$ cat src/rtl/sram_like_arbiter.sv
// sram_like_arbiter: merges the instruction and data sram-like channels onto
// one shared sram-like master port. Data has fixed priority over instruction
// in IDLE; a presented-but-unaccepted request locks the grant until its
// address handshake. An in-order owner FIFO steers each returning response
// back to the channel that issued it.
module sram_like_arbiter #(
  parameter int unsigned OUTSTANDING = 2
) (
  input  logic        clk,
  input  logic        rst,

  input  logic        inst_req,
  input  logic        inst_wr,
  input  logic [1:0]  inst_size,
  input  logic [31:0] inst_addr,
  input  logic [31:0] inst_wdata,
  output logic        inst_addr_ok,
  output logic        inst_data_ok,
  output logic [31:0] inst_rdata,

  input  logic        data_req,
  input  logic        data_wr,
  input  logic [1:0]  data_size,
  input  logic [31:0] data_addr,
  input  logic [31:0] data_wdata,
  output logic        data_addr_ok,
  output logic        data_data_ok,
  output logic [31:0] data_rdata,

  output logic        m_req,
  output logic        m_wr,
  output logic [1:0]  m_size,
  output logic [31:0] m_addr,
  output logic [31:0] m_wdata,
  input  logic        m_addr_ok,
  input  logic        m_data_ok,
  input  logic [31:0] m_rdata
);

  // Pointer width is kept at least 1 bit so OUTSTANDING=1 still elaborates;
  // in that case the pointers are simply held at zero.
  localparam int unsigned PW = (OUTSTANDING > 1) ? $clog2(OUTSTANDING) : 1;
  localparam int unsigned CW = $clog2(OUTSTANDING) + 1;

  typedef enum logic [1:0] {
    IDLE   = 2'd0,
    LOCK_I = 2'd1,
    LOCK_D = 2'd2
  } state_t;

  state_t                 state;
  state_t                 state_nxt;
  logic [CW-1:0]          count;
  logic [PW-1:0]          wr_ptr;
  logic [PW-1:0]          rd_ptr;
  logic [OUTSTANDING-1:0] owner_q;

  logic full;
  logic empty;
  logic sel_data;
  logic cand_req;
  logic push;
  logic pop;
  logic head;

  function automatic logic [PW-1:0] ptr_inc(input logic [PW-1:0] p);
    if (OUTSTANDING == 1) return '0;
    return p + PW'(1);
  endfunction

  // Grant selection: priority pick in IDLE, pinned requester while locked.
  always_comb begin
    full     = (count == CW'(OUTSTANDING));
    empty    = (count == '0);
    sel_data = 1'b0;
    cand_req = 1'b0;
    case (state)
      LOCK_I: begin
        sel_data = 1'b0;
        cand_req = inst_req;
      end
      LOCK_D: begin
        sel_data = 1'b1;
        cand_req = data_req;
      end
      default: begin
        sel_data = data_req;
        cand_req = data_req | inst_req;
      end
    endcase
  end

  // Master-side mux; everything except rdata is held at zero during reset.
  always_comb begin
    m_req   = cand_req & ~full & ~rst;
    m_wr    = 1'b0;
    m_size  = '0;
    m_addr  = '0;
    m_wdata = '0;
    if (!rst) begin
      if (sel_data) begin
        m_wr    = data_wr;
        m_size  = data_size;
        m_addr  = data_addr;
        m_wdata = data_wdata;
      end else begin
        m_wr    = inst_wr;
        m_size  = inst_size;
        m_addr  = inst_addr;
        m_wdata = inst_wdata;
      end
    end
  end

  // Handshake/response decode and fan-out to the two requesters.
  always_comb begin
    push         = m_req & m_addr_ok;
    // A response arriving with nothing outstanding is dropped.
    pop          = m_data_ok & ~empty & ~rst;
    head         = owner_q[rd_ptr];
    inst_addr_ok = push & ~sel_data;
    data_addr_ok = push & sel_data;
    inst_data_ok = pop & ~head;
    data_data_ok = pop & head;
    inst_rdata   = m_rdata;
    data_rdata   = m_rdata;
  end

  // Next grant state: lock on a presented-but-refused request, release on handshake.
  always_comb begin
    state_nxt = state;
    case (state)
      IDLE: begin
        if (m_req && !m_addr_ok) state_nxt = sel_data ? LOCK_D : LOCK_I;
      end
      LOCK_I, LOCK_D: begin
        if (push) state_nxt = IDLE;
      end
      default: state_nxt = IDLE;
    endcase
  end

  // Grant state register.
  always_ff @(posedge clk) begin
    if (rst) state <= IDLE;
    else     state <= state_nxt;
  end

  // Owner FIFO and occupancy count.
  always_ff @(posedge clk) begin
    if (rst) begin
      count   <= '0;
      wr_ptr  <= '0;
      rd_ptr  <= '0;
      owner_q <= '0;
    end else begin
      if (push) begin
        owner_q[wr_ptr] <= sel_data;
        wr_ptr          <= ptr_inc(wr_ptr);
      end
      if (pop) rd_ptr <= ptr_inc(rd_ptr);
      case ({push, pop})
        2'b10:   count <= count + CW'(1);
        2'b01:   count <= count - CW'(1);
        default: count <= count;
      endcase
    end
  end

endmodule

$ cat config.mk
export PLATFORM = sky130hd
export DESIGN_NAME = sram_like_arbiter
export DESIGN_NICKNAME = d
export VERILOG_FILES = /design/src/rtl/sram_like_arbiter.sv
export SDC_FILE = /design/constraint.sdc
export NUM_CORES = 1
export LEC_CHECK = 0
export ABC_AREA = 1
export BUFFER_PORTS_ARGS = -buffer_cell sky130_fd_sc_hd__buf_2
export CORE_AREA = 2 2 120 122
export DETAILED_ROUTE_END_ITERATION = 10
export DIE_AREA = 0 0 122 124
export GPL_ROUTABILITY_DRIVEN = 0
export PLACE_DENSITY = 0.55
export SYNTH_ARGS = -nofsm -noshare
export SYNTH_HDL_FRONTEND = slang
export SYNTH_SLANG_ARGS = --single-unit
$ cat constraint.sdc
create_clock -name clk -period 2.55 [get_ports clk]
set_input_delay 0.1275 -clock clk [delete_from_list [all_inputs] [get_ports clk]]
set_output_delay 0.1275 -clock clk [all_outputs]
set_load 0.02 [all_outputs]
==> results.ini, run 1 <==
[route]
wire_per_inst_um=11.34
wl_um=7674
ant_nets=0
vias_per_cell=3.787
via_count=2564
dr.first_iter.drc_count=120
drcViolationCount=0
drt_pass1_iterations=4

[sta]
setup_viol=0
finalCritPeriodShare_pct=86.02
fin_tns_setup_ps=0
tightestPinTransition_ps=466.0
finClkSkew_ps=2.219
clock.fmax_ghz=0.4559
slew_viol_final=0
rsz0062_at_grt=false
max-slew-margin-rel_pct=68.89
min_period_ps=2194
hold_viol=0

[power]
peakVddDrop_mv=0.6128
p_per_area_nw_per_um2=1147
p_leak_nw=1.556

[clock_tree]
cts_sinks=8
cts_tree=done
post_cts_resized=0
htree_levels=1
clk_pin_slew_ps=40
clk_latency_ps=230
cts_hold_buf=0
cts_inserted_buffers=3
cts_setup_buffers=0
cts_buffer_depth=2
cts_root_buffer=clkbuf_16

[critical_path]
worstPathMaxFanout=38
crit_start=state[0]$_SDFFE_PP0P_
endpoint_kind=output port
critPathKind=reg2out
regToRegStartpoint=state[0]$_SDFFE_PP0P_
ff2ff_path_depth=9
cp.required_ps=2420
rrSetupSlack_ps=560
cp.arrival_ps=2070
crit_end=m_addr[27]
critPathLaunchType=register
worstReg2RegEnd=count[1]$_SDFFE_PP0P_

[die]
io_pins=308
core-area_um2=13720
start_util_pct=14.11
dieArea_um2=15130
die_y_um=124
die_w_um=122
rows=43

[run]
maxCapViolations=0

[final_layout]
num_antenna_cells=0
final_common_cell=buf_2
fillCellCount=1645
fin_cells=677
drive_gt1_share_pct=45.67
fin_nets=675
area.growth.synth_to_final_pct=42.53
layout_common_cells=buf_2 (211), nor2_1 (145), o21ai_0 (69), nand2_1 (18), inv_1 (10)
fin_util_pct=20.11

[synthesis]
syn_area_per_cell_um2=5.318
synth.distinct_cells=22
ys_seq_area_share_pct=8.274
syn_inst=364
syn_area_um2=1936
ys_seq_elements=8
synth_fp_nets=540
ys_warn_count=0

[grt]
overflow=0
grt_pass1_wl_um=10920
grt_usage_pct=8.960
grt_pass1_vias=2173
grt_antenna_before_repair=0
grt_max_degree=43

[placement]
dp_hpwl_um=6251
port_buffers=211
dpl.cell_count=674

[run_status]
status=finished clean

[hold_path]
hp-class=in2reg

==> worst min path at each step <==
stage	start	end	slack, ps	cells past startpoint
finish	rst	owner_q[0]$_SDFFE_PP0P_	190	2
global route	rst	rd_ptr$_SDFFE_PP0P_	210	2
CTS	rst	owner_q[0]$_SDFFE_PP0P_	190	2
detailed placement	m_rdata[15]	inst_rdata[15]	260	0
global placement	m_rdata[15]	inst_rdata[15]	260	0
floorplan	m_rdata[0]	data_rdata[0]	370	1
==> registers in the layout, indices dropped and copies added (netlist names) <==
signal   cells
count        2
rd_ptr       1
wr_ptr       1
state        2
owner_q      2
==> where the power goes <==
part           total [mW]  switching (mW)  internal, mW
sequential          0.183          0.0237         0.160
clock               0.266          0.0635         0.202
combinational        2.71            1.89         0.821
total                3.16            1.98          1.18
==> metrics by stage <==
| step | instance area [um^2] | worst slack, ps | hold WS [ps] | power [mW] |
|---|---|---|---|---|
| 6_report | 2759 | 356.4 | 191.3 | 3.164 |
| 5_1_grt | 2759 | 192.4 | 208.3 | 3.513 |
| 4_1_cts | 2759 | 348.6 | 192.4 | 3.199 |
| 3_5_place_dp | 2684 | 579.8 | 255.2 | 2.921 |
| 3_3_place_gp | 2684 | 594.2 | 255.2 | 2.936 |
| 2_1_floorplan | 1936 | 764.4 | 367.6 | 2.263 |
==> metal layers <==
layer | GRT usage (%) | vias to the layer above | wire [um]
met5 | 0 | - | 0
met4 | 2.011 | 0 | 116
met3 | 3.159 | 12 | 747
met2 | 15.33 | 127 | 3669
met1 | 10.80 | 1072 | 3141
li1 | - | 1353 | -
==> critical path, stage by stage, from the launching register on <==
cell,delay [ps]
dfxtp_1,340
inv_1,70
ha_1,380
nand2_1,140
o21ai_4,70
inv_2,60
buf_4,350
nor2_1,70
nor2_1,140
buf_2,180
==> Yosys cell counts (all sizes together) <==
cell type,n,area [um^2]
nor2,147,556.8
buf,74,545.5
o21ai,72,364.1
nand2,18,67.56
inv,13,48.80
clkbuf,12,45.04
dfxtp,8,160.2
a21oi,7,38.79
ha,4,50.05
nand3,4,20.02
nand4,2,18.77
and3,1,6.260
nor3,1,5.000
xor2,1,8.760
==> area by class of cell <==
class | count | area [um^2] | area share (%)
clock buffers | 3 | 75.07 | 2.721
inverters | 13 | 48.80 | 1.769
multi-input cells | 257 | 1144 | 41.45
flip-flops and latches | 8 | 160.2 | 5.805
well taps | 180 | 225.2 | 8.163
repair buffers | 216 | 1106 | 40.09
==> kinds of logic (layout without fill, tap and decap cells) <==
group | after synthesis | count (layout) | share of synthesized area [%]
AOI/OAI and AO/OA | 79 | 79 | 20.81
xor gates and xnor gates | 1 | 1 | 0.4526
adders and majority gates | 4 | 4 | 2.586
buffers and inverters | 99 | 232 | 33.03
DFF | 8 | 8 | 8.274
and+or+nand+nor | 173 | 173 | 34.84
Note: power is estimated with default switching activity, not from simulation.
==> run 2, diff against run 1 <==
--- a/config.mk
+++ b/config.mk
@@ -11,7 +11,6 @@
 export DETAILED_ROUTE_END_ITERATION = 10
 export DIE_AREA = 0 0 122 124
 export GPL_ROUTABILITY_DRIVEN = 0
-export PLACE_DENSITY = 0.55
 export SYNTH_ARGS = -nofsm -noshare
 export SYNTH_HDL_FRONTEND = slang
 export SYNTH_SLANG_ARGS = --single-unit
==> results.ini, run 2 (same netlist as run 1, synthesis figures left out) <==
[run_status]
status=finished clean  ; unchanged

[die]
io_pins=308  ; unchanged
start_util_pct=14.11  ; unchanged
core-area_um2=13720  ; unchanged
die_w_um=122  ; unchanged
rows=43  ; unchanged
dieArea_um2=15130  ; unchanged
die_y_um=124  ; unchanged

[sta]
hold_viol=0  ; unchanged
setup_viol=0  ; unchanged
worst_hold_slack_ps=198.7  ; was 191.3 ps
finClkSkew_ps=1.059  ; was 2.219 ps
min_period_ps=2195  ; was 2194 ps
clock.fmax_ghz=0.4555  ; was 0.4559 GHz
finalCritPeriodShare_pct=86.10  ; was 86.02%
rsz0062_at_grt=false  ; unchanged
fin_tns_setup_ps=0  ; unchanged
tightestPinTransition_ps=326.2  ; was 466.0 ps
slew_viol_final=0  ; unchanged
max-slew-margin-rel_pct=78.26  ; was 68.89%

[final_layout]
fin_area_um2=2774  ; was 2759 um^2
multi_input_area_um2=1144  ; unchanged
drive_gt1_share_pct=45.89  ; was 45.67%
layout_common_cells=buf_2 (211), nor2_1 (145), o21ai_0 (69), nand2_1 (18), inv_1 (10)  ; unchanged
num_antenna_cells=0  ; unchanged
fin_nets=677  ; was 675
area.growth.synth_to_final_pct=43.31  ; was 42.53%
final_common_cell=buf_2  ; unchanged
top_regs=count (2), owner_q (2), state (2)  ; unchanged
fillCellCount=1634  ; was 1645
fin_cells=679  ; was 677
fin_util_pct=20.22  ; was 20.11%
regArea_um2=160.2  ; unchanged

[grt]
grt_antenna_before_repair=0  ; unchanged
grt_usage_pct=9.752  ; was 8.960%
grt_pass1_vias=2317  ; was 2173
grt_max_degree=40  ; was 43
overflow=0  ; unchanged
grt_pass1_wl_um=11670  ; was 10920 um

[critical_path]
worstPathMaxFanout=32  ; was 38
max_stage_delay_ps=390  ; was 380 ps
cpMaxStageDelayCell=ha_1  ; unchanged
worstPathCellList=inv_1 -> ha_1 -> nand2_1 -> o21ai_4 -> buf_4 -> o21ai_0 -> nor2_1 -> buf_2  ; was inv_1 -> ha_1 -> nand2_1 -> o21ai_4 -> inv_2 -> buf_4 -> nor2_1 -> nor2_1 -> buf_2
cp.arrival_ps=2070  ; about the same
critPathLaunchType=register  ; unchanged
cp.required_ps=2420  ; about the same
critPathKind=reg2out  ; unchanged
endpoint_kind=output port  ; unchanged

[route]
ant_nets=0  ; unchanged
drt_pass1_iterations=4  ; unchanged
drcViolationCount=0  ; unchanged
vias_per_cell=3.856  ; was 3.787
via_count=2618  ; was 2564
wire_per_inst_um=12.19  ; was 11.34 um
dr.first_iter.drc_count=105  ; was 120
wl_um=8274  ; was 7674 um

[power]
p_leak_nw=1.566  ; was 1.556 nW
p_per_area_nw_per_um2=1179  ; was 1147 nW/um^2
peakVddDrop_mv=0.4253  ; was 0.6128 mV

[placement]
dp_hpwl_um=6759  ; was 6251 um
dpl.cell_count=675  ; was 674
port_buffers=211  ; unchanged
placed_area_um2=2691  ; was 2684 um^2

[hold_path]
hp-class=in2reg  ; unchanged

[clock_tree]
cts_buffer_depth=2  ; unchanged
cts_inserted_buffers=3  ; unchanged
cts_root_buffer=clkbuf_16  ; unchanged
htree_levels=1  ; unchanged
clk_latency_ps=230  ; about the same
cts_tree=done  ; unchanged
clk_pin_slew_ps=40  ; about the same
cts_sinks=8  ; unchanged
cts_hold_buf=0  ; unchanged

[run]
maxCapViolations=0  ; unchanged

## run 2: changes by cell type in the layout (fill, tap and decap cells not counted), sizes merged
cell,change
buf,+2
## run 2: report_power, final
part | switching [mW] | internal (mW) | total, mW
Clock | 0.0642 | 0.202 | 0.267
Sequential | 0.0238 | 0.160 | 0.183
Combinational | 1.95 | 0.876 | 2.82
Total | 2.03 | 1.24 | 3.27
## run 2: worst max-delay path, delay by kind of cell (launching register included)
family	cells	cell delay (ps)
buffers and inverters	3	570
adder cells (fa/ha/maj)	1	390
flip-flops	1	340
AO/OA/AOI/OAI	2	280
AND/OR/NAND/NOR	2	230
## run 2: final timing paths
check	slack (ps)	to	startpoint	depth (start not counted)
min	200	owner_q[0]$_SDFFE_PP0P_	rst	2
min reg2reg	450	owner_q[0]$_SDFFE_PP0P_	owner_q[0]$_SDFFE_PP0P_	2
max reg2reg	540	count[1]$_SDFFE_PP0P_	state[0]$_SDFFE_PP0P_	9
max	350	m_wdata[31]	state[0]$_SDFFE_PP0P_	8
## run 2: per-stage QoR
step / power (mW) / worst slack [ps]
after floorplan: 2.263 / 764.4
after global routing: 3.638 / 184.9
after detailed placement: 3.016 / 360.0
after CTS: 3.298 / 95.91
final: 3.272 / 354.5
after global placement: 3.025 / 382.3
## run 2: what timing repair did
| action | 4_1_cts | 5_1_grt |
|---|---|---|
| setup buffers | 0 | 1 |
| gates resized for setup | 0 | 0 |
| setup endpoints to repair | 0 | 33 |
## run 2: area by class of cell
cell class                      count  area share (%)
Sequential cell                     8           5.774
Tap cell                          180           8.119
Timing Repair Buffer              218           40.42
Inverter                           13           1.759
Clock buffer                        3           2.706
Multi-Input combinational cell    257           41.23
## run 2: layer usage
metal	wire length, um	track usage, %
met5	0	0
met1	3493	12.42
met4	56	1.437
met3	865	3.251
met2	3859	16.34
==> run 3, diff against run 2 <==
--- a/config.mk
+++ b/config.mk
@@ -7,10 +7,14 @@
 export LEC_CHECK = 0
 export ABC_AREA = 1
 export BUFFER_PORTS_ARGS = -buffer_cell sky130_fd_sc_hd__buf_2
-export CORE_AREA = 2 2 120 122
+export CELL_PAD_IN_SITES_DETAIL_PLACEMENT = 2
+export CELL_PAD_IN_SITES_GLOBAL_PLACEMENT = 2
+export CORE_ASPECT_RATIO = 1.25
+export CORE_MARGIN = 1
+export CORE_UTILIZATION = 10
 export DETAILED_ROUTE_END_ITERATION = 10
-export DIE_AREA = 0 0 122 124
 export GPL_ROUTABILITY_DRIVEN = 0
+export PLACE_DENSITY_LB_ADDON = 0.1
 export SYNTH_ARGS = -nofsm -noshare
 export SYNTH_HDL_FRONTEND = slang
 export SYNTH_SLANG_ARGS = --single-unit
==> results.ini, run 3 (same netlist as run 1, synthesis figures left out) <==
[die]
io_pins=308  ; unchanged
die_w_um=126.4  ; was 122 um
dieArea_um2=19920  ; was 15130 um^2
start_util_pct=10.27  ; was 14.11%
core-area_um2=18850  ; was 13720 um^2
die_y_um=157.6  ; was 124 um
rows=56  ; was 43

[run]
maxCapViolations=0  ; unchanged

[critical_path]
worstReg2RegEnd=count[1]$_SDFFE_PP0P_  ; unchanged
critPathLaunchType=register  ; unchanged
cpMaxStageDelayCell=ha_1  ; unchanged
worstPathMaxFanout=26  ; was 32
endpoint_kind=output port  ; unchanged
critPathKind=reg2out  ; unchanged
cp_top_family=buffers and inverters  ; unchanged
max_stage_delay_ps=390  ; about the same
cp.arrival_ps=2130  ; was 2070 ps
rrSetupSlack_ps=570  ; was 540 ps
worstPathCellList=inv_1 -> ha_1 -> nand2_1 -> o21ai_4 -> buf_4 -> o21ai_0 -> nor2_1 -> buf_2  ; unchanged
cp.required_ps=2420  ; about the same
regToRegStartpoint=state[1]$_SDFFE_PP0P_  ; was state[0]$_SDFFE_PP0P_
cp_num_buf_inv=3  ; unchanged
ff2ff_path_depth=9  ; unchanged

[clock_tree]
cts_tree=done  ; unchanged
cts_buffer_depth=2  ; unchanged
clk_pin_slew_ps=40  ; about the same
post_cts_resized=0  ; unchanged
htree_levels=1  ; unchanged
clk_latency_ps=230  ; about the same
cts_inserted_buffers=3  ; unchanged
cts_setup_buffers=0  ; unchanged
cts_hold_buf=0  ; unchanged
cts_root_buffer=clkbuf_16  ; unchanged
cts_sinks=8  ; unchanged

[hold_path]
hp-class=in2reg  ; unchanged
hold_depth=2  ; unchanged
hp-start=rst  ; unchanged
holdPathEnd=wr_ptr$_SDFFE_PP0N_  ; was owner_q[0]$_SDFFE_PP0P_

[final_layout]
layout_common_cells=buf_2 (211), nor2_1 (145), o21ai_0 (69), nand2_1 (18)  ; was buf_2 (211), nor2_1 (145), o21ai_0 (69), nand2_1 (18), inv_1 (10)
fillCellCount=2356  ; was 1634
final_common_cell=buf_2  ; unchanged
drive_gt1_share_pct=46.12  ; was 45.89%
fin_nets=681  ; was 677
fin_util_pct=15.24  ; was 20.22%
top_regs=count (2), owner_q (2), state (2)  ; unchanged
area.growth.synth_to_final_pct=48.35  ; was 43.31%

[run_status]
status=finished clean  ; unchanged

[power]
peakVddDrop_mv=0.4034  ; was 0.4253 mV
finalPower_mw=3.436  ; was 3.272 mW
p_leak_nw=1.582  ; was 1.566 nW
p_per_area_nw_per_um2=1196  ; was 1179 nW/um^2

[route]
drt_pass1_iterations=2  ; was 4
dr.first_iter.drc_count=46  ; was 105
wire_per_inst_um=14.43  ; was 12.19 um
wl_um=10620  ; was 8274 um
vias_per_cell=3.827  ; was 3.856
via_count=2817  ; was 2618
ant_nets=0  ; unchanged
drcViolationCount=0  ; unchanged

[sta]
finClkSkew_ps=2.380  ; was 1.059 ps
finalCritPeriodShare_pct=88.59  ; was 86.10%
slew_viol_final=0  ; unchanged
worst_hold_slack_ps=194.1  ; was 198.7 ps
rsz0062_at_grt=false  ; unchanged
hold_viol=0  ; unchanged
postLayoutSetupSlackWorst_ps=290.9  ; was 354.5 ps
tightestPinTransition_ps=408.6  ; was 326.2 ps
setup_viol=0  ; unchanged
fin_tns_setup_ps=0  ; unchanged
clock.fmax_ghz=0.4427  ; was 0.4555 GHz
max-slew-margin-rel_pct=72.76  ; was 78.26%
min_period_ps=2259  ; was 2195 ps

[placement]
dp_hpwl_um=8772  ; was 6759 um
pre_cts_ws_ps=324.2  ; was 360.0 ps
port_buffers=211  ; unchanged

[grt]
grt_usage_pct=10.33  ; was 9.752%
grt_antenna_before_repair=1  ; was 0
grt_max_degree=45  ; was 40
overflow=0  ; unchanged
grt_pass1_vias=3093  ; was 2317
grt_pass1_wl_um=16190  ; was 11670 um

[run 3: cell count changes in the layout (fill, tap and decap cells not counted)]
cell / delta
buf_4: +4
clkinv_1: +1
diode_2: +1
inv_2: -1
[run 3: power by group]
group          switching [mW]  leakage, nW  internal (mW)  total (mW)
sequential             0.0262       0.0654          0.160       0.186
combinational            2.05         1.48          0.934        2.98
clock                  0.0677       0.0370          0.203       0.271
[run 3: worst register-to-register path: stages, from the launching register on]
cell     delay (ps)
dfxtp_1         350
inv_1            80
ha_1            390
nor2_1           80
nand2_1         130
nand4_2         140
ha_1            340
nor2_1          140
and3_1          160
nor3_1           40
[run 3: per-layer routing]
layer,global-route usage [%],part of all wire (%),vias to the layer above
met1,9.908,34,1311
met2,21.02,56,122
li1,-,-,1365
met3,2.991,8.5,19
met5,0,0,-
met4,2.869,1.9,0
[run 3: worst max path at each step]
stage                     startpoint               endpoint  slack [ps]  depth (start not counted)
3_3_place_gp   state[0]$_SDFFE_PP0P_            m_wdata[17]         420                          7
5_1_grt        state[0]$_SDFFE_PP0P_             m_addr[27]         100                          9
2_1_floorplan  state[0]$_SDFFE_PP0P_  count[1]$_SDFFE_PP0P_         760                          9
3_5_place_dp   state[1]$_SDFFE_PP0P_            m_wdata[18]         320                          7
4_1_cts        state[1]$_SDFFE_PP0P_            m_wdata[18]          60                          7
6_report       state[1]$_SDFFE_PP0P_            m_wdata[18]         290                          8
[run 3: cell type report]
type / instances / area (um^2) / share of cell area, %
repair buffers: 222 / 1151 / 40.09
multi-input cells: 257 / 1144 / 39.83
flip-flops and latches: 8 / 160.2 / 5.577
inverters: 13 / 48.80 / 1.699
diodes: 1 / 2.502 / 0.08715
well taps: 232 / 290.3 / 10.11
clock buffers: 3 / 75.07 / 2.614
[run 3: metrics by stage]
| step | std cells | area, um^2 |
|---|---|---|
| global route | 735 | 2869 |
| global placement | 729 | 2771 |
| detailed placement | 729 | 2771 |
| CTS | 732 | 2846 |
| floorplan | 364 | 1936 |
| finish | 736 | 2872 |
